**src/rtl/alu_issue_ctrl.sv**
```systemverilog
// -----------------------------------------------------------------------------
// alu_issue_ctrl
//   Sequencing front-end for an external 8-bit combinational ALU. Accepts one
//   register-to-register instruction at a time over a valid/ready handshake,
//   reads operands from an internal register file, presents them to the ALU,
//   captures the ALU outputs and writes the result (and, for MULTIPLY, the high
//   byte) back. Owns the registered status flags {V,S,C,Z}.
//
//   Sequence per instruction: IDLE (accept) -> EXEC (ALU settles, outputs
//   captured) -> WB (wb_valid high, regfile/sreg_q written at the end).
//
// Parameters
//   RA            register address width; NREG = 2**RA entries of 8 bits
//
// Ports
//   clk, reset                      clock, synchronous active-high reset
//   instr_valid/instr_ready         instruction handshake (ready only in IDLE)
//   instr_op, instr_rd, instr_rs    opcode, destination/operand-A reg, operand-B reg
//   alu_A, alu_B, alu_fsl           registered operands/opcode to the ALU
//   alu_result, alu_mul_high,
//   alu_sreg                        ALU outputs
//   sreg_q                          registered status {V,S,C,Z}
//   wb_valid, wb_addr, wb_data      retire pulse with written address/value
//   dbg_addr, dbg_data              combinational regfile read port
//
// Optional feature (macro ALU_IMM_EN)
//   Adds instr_use_imm / instr_imm; when instr_use_imm is high at accept the
//   immediate replaces rf[rs] as operand B.
// -----------------------------------------------------------------------------
module alu_issue_ctrl #(
  parameter int RA = 3
) (
  input  logic          clk,
  input  logic          reset,
  input  logic          instr_valid,
  output logic          instr_ready,
  input  logic [3:0]    instr_op,
  input  logic [RA-1:0] instr_rd,
  input  logic [RA-1:0] instr_rs,
`ifdef ALU_IMM_EN
  input  logic          instr_use_imm,
  input  logic [7:0]    instr_imm,
`endif
  output logic [7:0]    alu_A,
  output logic [7:0]    alu_B,
  output logic [3:0]    alu_fsl,
  input  logic [7:0]    alu_result,
  input  logic [7:0]    alu_mul_high,
  input  logic [3:0]    alu_sreg,
  output logic [3:0]    sreg_q,
  output logic          wb_valid,
  output logic [RA-1:0] wb_addr,
  output logic [7:0]    wb_data,
  input  logic [RA-1:0] dbg_addr,
  output logic [7:0]    dbg_data
);

  localparam int         NREG   = 2**RA;
  localparam logic [3:0] OP_MUL = 4'b1110;
  localparam logic [3:0] OP_CMP = 4'b1111;

  typedef enum logic [1:0] {
    S_IDLE = 2'd0,
    S_EXEC = 2'd1,
    S_WB   = 2'd2
  } state_t;

  state_t        state_q, state_d;
  logic          accept;

  logic [7:0]    rf_q [NREG];
  logic [7:0]    alu_a_q, alu_b_q;
  logic [3:0]    fsl_q;
  logic [RA-1:0] rd_q;
  logic [RA-1:0] rd_hi;
  logic [7:0]    res_q, mulh_q;
  logic [3:0]    sreg_hold_q;
  logic          wb_valid_q;
  logic [RA-1:0] wb_addr_q;
  logic [7:0]    wb_data_q;
  logic [7:0]    opb_d;

  // ---------------------------------------------------------------------------
  // FSM next-state and handshake
  // ---------------------------------------------------------------------------
  always_comb begin
    state_d     = state_q;
    instr_ready = 1'b0;
    accept      = 1'b0;
    case (state_q)
      S_IDLE: begin
        instr_ready = 1'b1;
        if (instr_valid) begin
          accept  = 1'b1;
          state_d = S_EXEC;
        end
      end
      S_EXEC:  state_d = S_WB;
      S_WB:    state_d = S_IDLE;
      default: state_d = S_IDLE;
    endcase
  end

  always_ff @(posedge clk) begin
    if (reset) state_q <= S_IDLE;
    else       state_q <= state_d;
  end

  // Operand B source selection at accept time.
  always_comb begin
    opb_d = rf_q[instr_rs];
`ifdef ALU_IMM_EN
    if (instr_use_imm) opb_d = instr_imm;
`endif
  end

  // High byte of a product lands in the next register, wrapping past NREG-1.
  assign rd_hi = rd_q + RA'(1);

  // ---------------------------------------------------------------------------
  // Issue / capture / write-back datapath
  // ---------------------------------------------------------------------------
  always_ff @(posedge clk) begin
    if (reset) begin
      for (int i = 0; i < NREG; i++) rf_q[i] <= '0;
      alu_a_q     <= '0;
      alu_b_q     <= '0;
      fsl_q       <= '0;
      rd_q        <= '0;
      res_q       <= '0;
      mulh_q      <= '0;
      sreg_hold_q <= '0;
      sreg_q      <= '0;
      wb_valid_q  <= 1'b0;
      wb_addr_q   <= '0;
      wb_data_q   <= '0;
    end else begin
      wb_valid_q <= 1'b0;

      // Operands stay on the ALU bus until the next accept.
      if (accept) begin
        alu_a_q <= rf_q[instr_rd];
        alu_b_q <= opb_d;
        fsl_q   <= instr_op;
        rd_q    <= instr_rd;
      end

      // End of EXEC: ALU has settled; capture and raise the retire pulse for WB.
      if (state_q == S_EXEC) begin
        res_q       <= alu_result;
        mulh_q      <= alu_mul_high;
        sreg_hold_q <= alu_sreg;
        wb_valid_q  <= 1'b1;
        wb_addr_q   <= rd_q;
        wb_data_q   <= (fsl_q == OP_CMP) ? 8'h00 : alu_result;
      end

      // End of WB: commit; dbg reads see the old value throughout WB.
      if (state_q == S_WB) begin
        sreg_q <= sreg_hold_q;
        if (fsl_q != OP_CMP) rf_q[rd_q]  <= res_q;
        if (fsl_q == OP_MUL) rf_q[rd_hi] <= mulh_q;
      end
    end
  end

  assign alu_A    = alu_a_q;
  assign alu_B    = alu_b_q;
  assign alu_fsl  = fsl_q;
  assign wb_valid = wb_valid_q;
  assign wb_addr  = wb_addr_q;
  assign wb_data  = wb_data_q;
  assign dbg_data = rf_q[dbg_addr];

endmodule

```
**config.mk**
```make
export PLATFORM = sky130hd
export DESIGN_NAME = alu_issue_ctrl
export DESIGN_NICKNAME = d
export VERILOG_FILES = /design/src/rtl/alu_issue_ctrl.sv
export SDC_FILE = /design/constraint.sdc
export NUM_CORES = 1
export LEC_CHECK = 0
export ABC_CLOCK_PERIOD_IN_PS = 5300
export BUFFER_PORTS_ARGS = -buffer_cell sky130_fd_sc_hd__buf_4
export CAP_MARGIN = 20
export CORE_MARGIN = 2
export CORE_UTILIZATION = 55
export DETAILED_ROUTE_END_ITERATION = 10
export GPL_TIMING_DRIVEN = 0
export PLACE_DENSITY = 0.76
export SYNTH_ARGS = -nofsm -noshare
export SYNTH_HDL_FRONTEND = slang
export SYNTH_SLANG_ARGS = --single-unit
```
**constraint.sdc**
```tcl
create_clock -name clk -period 5.3 [get_ports clk]
set_input_delay 1.06 -clock clk [delete_from_list [all_inputs] [get_ports clk]]
set_output_delay 1.06 -clock clk [all_outputs]
set_load 0.01 [all_outputs]
```
==> results of run 1 <==
[layout by cell type, fill, tap and decap left out, types with 15 or more instances in the layout]
| cell | count |
|---|---|
| buf_4 | 73 |
| nand2_1 | 67 |
| a22o_1 | 64 |
| edfxtp_1 | 64 |
| dfxtp_1 | 61 |
| mux4_2 | 48 |
| clkbuf_1 | 43 |
| a21oi_1 | 38 |
| nor2_1 | 24 |
| clkbuf_16 | 21 |
| o22ai_1 | 15 |
| nor3_1 | 15 |
[worst paths after layout]
kind | startpoint | end | slack [ns] | cells after the start
max | dbg_addr[1] | dbg_data[3] | 1.46 | 5
min reg2reg | wb_data[0] | wb_data[0] | 0.46 | 2
max reg2reg | rd_q[0] | rf_q[2][7] | 2.61 | 5
min | wb_data[0] | wb_data[0] | 0.46 | 2
[registers in the layout, summed over array words and instances, names as in the netlist]
name / flops
wb_data: 8
state_q: 2
sreg_hold_q: 4
wb_valid: 1
res_q: 8
alu_A: 8
rd_q: 3
alu_B: 8
wb_addr: 3
sreg_q: 4
mulh_q: 8
rf_q: 64
alu_fsl: 4
[through the flow]
| step | utilization | instances | setup slack (ns) |
|---|---|---|---|
| global placement | 0.627 | 738 | 1.55 |
| finish | 0.680 | 770 | 1.46 |
| global route | 0.680 | 770 | 1.41 |
| detailed placement | 0.627 | 738 | 1.52 |
| CTS | 0.680 | 770 | 1.48 |
| floorplan | - | 522 | 1.85 |
[per-layer routing]
| layer | routed length [µm] | share of wire | GRT usage |
|---|---|---|---|
| met1 | 6510 | 0.40 | 0.346 |
| met2 | 8260 | 0.50 | 0.455 |
| met3 | 1390 | 0.085 | 0.0670 |
| met4 | 231 | 0.014 | 0.102 |
| met5 | 0 | 0 | 0 |
[critical path, delay by kind of cell]
| kind | cells | cell delay [ns] |
|---|---|---|
| buffers and inverters | 3 | 1.01 |
| muxes | 2 | 0.70 |
[area by class of cell]
cell class | count | share of cell area
buffer | 62 | 0.0329
clock buffer | 21 | 0.0680
clock inverter | 11 | 0.00955
inverter | 1 | 0.000486
multi-input combinational | 334 | 0.388
sequential | 125 | 0.407
tap | 143 | 0.0231
timing repair buffer | 73 | 0.0709
[power breakdown]
part	switching (mW)	internal (mW)
clock	0.441	0.710
sequential	0.0314	1.06
combinational	0.154	0.135
[cell families after synthesis]
| logic type | after synthesis | share of synthesized area |
|---|---|---|
| AND/OR/NAND/NOR | 152 | 0.140 |
| flip-flops | 125 | 0.491 |
| AO/OA/AOI/OAI | 118 | 0.133 |
| buffers and inverters | 63 | 0.0402 |
| multiplexers | 61 | 0.191 |
| XOR/XNOR | 2 | 0.00274 |
| adder cells (fa/ha/maj) | 1 | 0.00195 |
==> results.ini, run 1 <==
[synthesis]
synth_nets=559
synth_largest_area_cell=edfxtp_1
synthTopCellsByCount=67 x nand2_1, 64 x a22o_1, 64 x edfxtp_1
yosys-top-cells-area=edfxtp_1 30%, dfxtp_1 19%, mux4_2 17%
syn_inst=522
synth-seq-cells=125
synth_edf_count=64
syn_avg_cell_area_um2=12.3
synth_top_area_frac=0.300
syn_area_um2=6400
synth_cell_types=38
synth.yosys.seq_area_share=0.491
ys.flop_type=edfxtp_1
post-synth-top-count-cell=nand2_1
ys_warn_count=0
synthArstFlopShare=0

[global_routing]
grt_pass1_wl_mm=26.3
grt.total_usage=0.272
grt_pass1_vias=4906
grt_max_degree=17
grt_overflow=0
grt_antenna_before_repair=0

[die]
core-area_um2=11400
fp.dieW_um=112
initial_core_util=0.563
io_pins=81
dieArea_um2=12500
rows=39
die_h_um=112

[sta]
setup_tns_ns=0
finalHoldWorstSlack_ns=0.459
hold_viol_final=0
period_share=0.724
setup_viol=0
worst_pin_slew_ns=1.05
maxSlewViolCount=0
finalClockSkew_ns=0.0122
rsz0062_at_grt=false
post-route-min-period_ns=3.84
relSlewSlack=0.293
fmax_ghz=0.260

[flow_run]
cap_violations=0

[clock_network]
cts_resized=0
path_clk_slew_ns=0.06
post_cts_buffers=0
h-tree-depth=4
numCtsBuffers=17
cts.hold.buffers_added=0
cts_sinks=125
cts_tree=done
clockRootBuffer=clkbuf_16
clk_latency_ns=0.42
cts_buffer_depth=2

[power_and_ir_drop]
p_total_mw=2.53
ir_worst_vdd_uv=237
cellPowerDensity_nw_per_um2=327
power.leakage_nw=2.85

[setup_path]
cp-start-kind=primary input
crit_fanout=10
crit_chain=buf_1 -> clkbuf_1 -> mux4_2 -> mux2_2 -> buf_4
arrival_ns=2.78
cp.required_ns=4.24
cp-end-kind=output port
path_class=primary input to output port
crit_path_max_incr_delay_ns=0.53
slowest_stage=clkbuf_1

[placed_design]
io_buffers=73
dp_hpwl_mm=12.3
place_congestion=0.840
placed_area_um2=7130

[detailed_routing]
wl_mm=16.4
num_vias=4851
ant_nets=0
firstDrtPassIters=5
routedWlPerCell_um=21.3
drt_iter0_markers=456
via_per_inst=6.30
drc=0

[min_path]
hold_class=flop to flop

[finish]
design_area_um2=7730
syn2layout_area_growth_pct=20.7
regArea_um2=3140
multiInputGateArea_um2=3000
finish.net_count=651
drive_above_1_share=0.305
fillers=823
num_antenna_cells=0

[outcome]
status=finished, final reports clean

(Power assumes the default switching activity.)
==> inputs of run 2 (changes only) <==
ABC_AREA = 1   (was default)
ABC_CLOCK_PERIOD_IN_PS = 3870   (was 5300)
clock period = 3.87 ns   (was 5.3 ns; I/O delays follow)
==> run 2 against run 1 <==
Against the previous run:
- setup slack got worse by 0.53 ns
- combinational power increased by 62%
- count of clock-buffer cells in the layout increased by 2
- largest power group unchanged
==> results.ini, run 2 <==
[clock_network]
clockRootBuffer=clkbuf_16
cts_buffer_depth=2  ; unchanged
numCtsBuffers=17  ; unchanged
cts_sinks=125  ; unchanged
clk_latency_ns=0.41  ; about the same
cts.hold.buffers_added=0  ; unchanged
cts_tree=done
post_cts_buffers=0  ; unchanged
cts_resized=0  ; unchanged
h-tree-depth=4  ; unchanged
path_clk_slew_ns=0.06  ; about the same

[detailed_routing]
drc=0  ; unchanged
firstDrtPassIters=9  ; +4
num_vias=6968  ; +44%
drt_iter0_markers=1135  ; +150%
via_per_inst=5.90  ; -6.4%
routedWlPerCell_um=19.1  ; -10%
wl_mm=22.6  ; +38%
ant_nets=0  ; unchanged

[synthesis]
synthTopCellsByCount=238 x nand2_1, 116 x o21ai_0, 106 x nand3_1
post-synth-top-count-cell=nand2_1
ys.flop_type=edfxtp_1
yosys-top-cells-area=edfxtp_1 28%, dfxtp_1 18%, nand2_1 13%
ys_warn_count=0  ; unchanged
syn_avg_cell_area_um2=7.29  ; -41%
synth_cell_types=26  ; -32%
synth_top_area_frac=0.283  ; -0.0171
synth_top_family_by_area=simple AND/OR/NAND/NOR gates
syn_inst=931  ; +78%
synth_largest_area_cell=edfxtp_1
synth_simple_gate_area_frac=0.264  ; +0.123
synth_edf_count=64  ; unchanged
synthArstFlopShare=0  ; unchanged
synth-seq-cells=125  ; unchanged
muxShareOfSynthArea=0  ; -0.191
synthXorXnorAreaFrac=0  ; -0.00274
synth_adder_area_share=0.00184  ; -0.000111
syn_area_um2=6790  ; +6.0%
synth.yosys.seq_area_share=0.463  ; -0.0279
synth_nets=968  ; +73%
synth-compound-area-share=0.182  ; +0.0486

[power_and_ir_drop]
ir_worst_vdd_uv=297  ; +25%
p_comb_frac=0.133  ; +0.019
seqPwrFrac=0.431  ; about the same
switching_share=0.270  ; +0.0226
power.leakage_nw=3.40  ; +19%
p_int_mw=2.57  ; +35%
cellPowerDensity_nw_per_um2=435  ; +33%
p_sw_uw=949  ; +52%
clkPwrFrac=0.435  ; -0.020
p_total_mw=3.51  ; +39%

[sta]
fmax_ghz=0.340
hold_viol_final=0  ; unchanged
finalClockSkew_ns=0.00927  ; -0.00290 ns
post-route-min-period_ns=2.94
worst_pin_slew_ns=0.859  ; -0.193 ns
maxSlewViolCount=0  ; unchanged
period_share=0.760
relSlewSlack=0.425  ; +0.132
setup_tns_ns=0  ; unchanged
rsz0062_at_grt=false
setup_viol=0  ; unchanged

[setup_path]
r2r_cells=8  ; +3
crit_cells=7  ; +2
cp-start-kind=primary input
cp-end-kind=output port
critPathTopFamily=buffers and inverters
slowest_stage=clkbuf_1
crit_path_start=dbg_addr[1]
crit_fanout=10  ; unchanged
arrival_ns=2.17  ; -0.61 ns
cp.buffers_inverters=3  ; unchanged
crit_chain=buf_2 -> clkbuf_1 -> a21oi_1 -> o21ai_0 -> nand3_1 -> o21a_1 -> buf_4
crit_path_max_incr_delay_ns=0.41  ; -0.12 ns
rr_startpoint=alu_fsl[2]
cp.required_ns=3.10  ; -1.14 ns
path_class=primary input to output port

[outcome]
status=finished, final reports clean

[global_routing]
grt.total_usage=0.355  ; +0.0831
grt_antenna_before_repair=0  ; unchanged
grt_overflow=0  ; unchanged
grt_pass1_vias=6228  ; +27%
grt_max_degree=17  ; unchanged
grt_pass1_wl_mm=34.9  ; +33%

[placed_design]
io_buffers=72  ; -1.4%
place_congestion=1.15  ; +37%
dp_hpwl_mm=16.5  ; +35%

[finish]
finish.net_count=1059  ; +63%
layout_common_cells=238 x nand2_1, 116 x o21ai_0, 106 x nand3_1
syn2layout_area_growth_pct=19.0
regMostFlops=rf_q
fillers=1036  ; +26%
largest_register_ffs=64  ; unchanged
layout_commonest_cell=nand2_1
num_antenna_cells=0  ; unchanged
drive_above_1_share=0.134  ; -0.170

[flow_run]
cap_violations=0  ; unchanged

[die]
io_pins=81  ; unchanged
rows=40  ; +2.6%
die_h_um=115  ; +2.9%
dieArea_um2=13300  ; +5.8%
initial_core_util=0.565  ; +0.00209
core-area_um2=12000  ; +5.6%
fp.dieW_um=115  ; +2.9%

[min_path]
worstHoldPathCells=2  ; unchanged
worstHoldStart=alu_B[5]
hold_class=flop to flop

## run 2: cell types whose count changed after synthesis, sizes merged, moves of 41 or more
cell   before  now
nand3       8  111
mux4       48    0
o21ai       0  118
nor2       24   65
a22o       64    0
inv         1  103
nand2      67  240
## run 2: power groups by stage
stage	combinational [mW]	sequential, mW	clock (mW)
detailed placement	0.449	1.54	0
CTS	0.453	1.51	1.52
global route	0.512	1.52	1.57
finish	0.468	1.52	1.53
global placement	0.445	1.54	0
floorplan	0.269	1.53	0
## run 2: worst paths after layout
path	endpoint	slack [ns]
setup / recovery	dbg_data[4]	0.93
hold / removal	alu_B[5]	0.46
setup reg to reg	rf_q[1][6]	1.81
hold reg to reg	alu_B[5]	0.46
## run 2: cell type report
class	count	area [µm²]	share of cell area
Tap cell	147	184	0.0228
Clock inverter	9	85.1	0.0105
Sequential cell	125	3140	0.389
Clock buffer	23	483	0.0598
Timing Repair Buffer	72	541	0.0669
Multi-Input combinational cell	650	3040	0.376
Buffer	52	220	0.0272
Inverter	104	390	0.0483
## run 2: logic make-up (layout without fill, tap and decap cells)
group,after synthesis,count (layout)
buf+inv,156,260
flops,125,125
fa+ha+maj,1,1
compound gates,231,231
simple gates,418,418
## run 2: metal layers
metal  GRT usage  routed length [µm]  vias to the layer above
met2       0.532                9730                      532
met1       0.481                8980                     3045
li1            -                   -                     3280
met3      0.0780                2420                      111
met4       0.194                1460                        0
met5           0                   0                        -
## run 2: tightest hold or removal path: stages, from the launching register on
cell     delay (ns)
dfxtp_1        0.31
nand2_1        0.06
a21oi_1        0.05
## run 2: per-stage QoR
step                instance area (µm²)  worst slack [ns]  cells  hold WS, ns  utilization
floorplan                          6790              1.39    931        0.450            -
global placement                   7510              1.05   1150        0.454        0.626
detailed placement                 7510              1.06   1150        0.456        0.626
CTS                                8080              1.05   1182        0.465        0.673
global route                       8080             0.833   1182        0.480        0.673
finish                             8080             0.930   1182        0.462        0.673
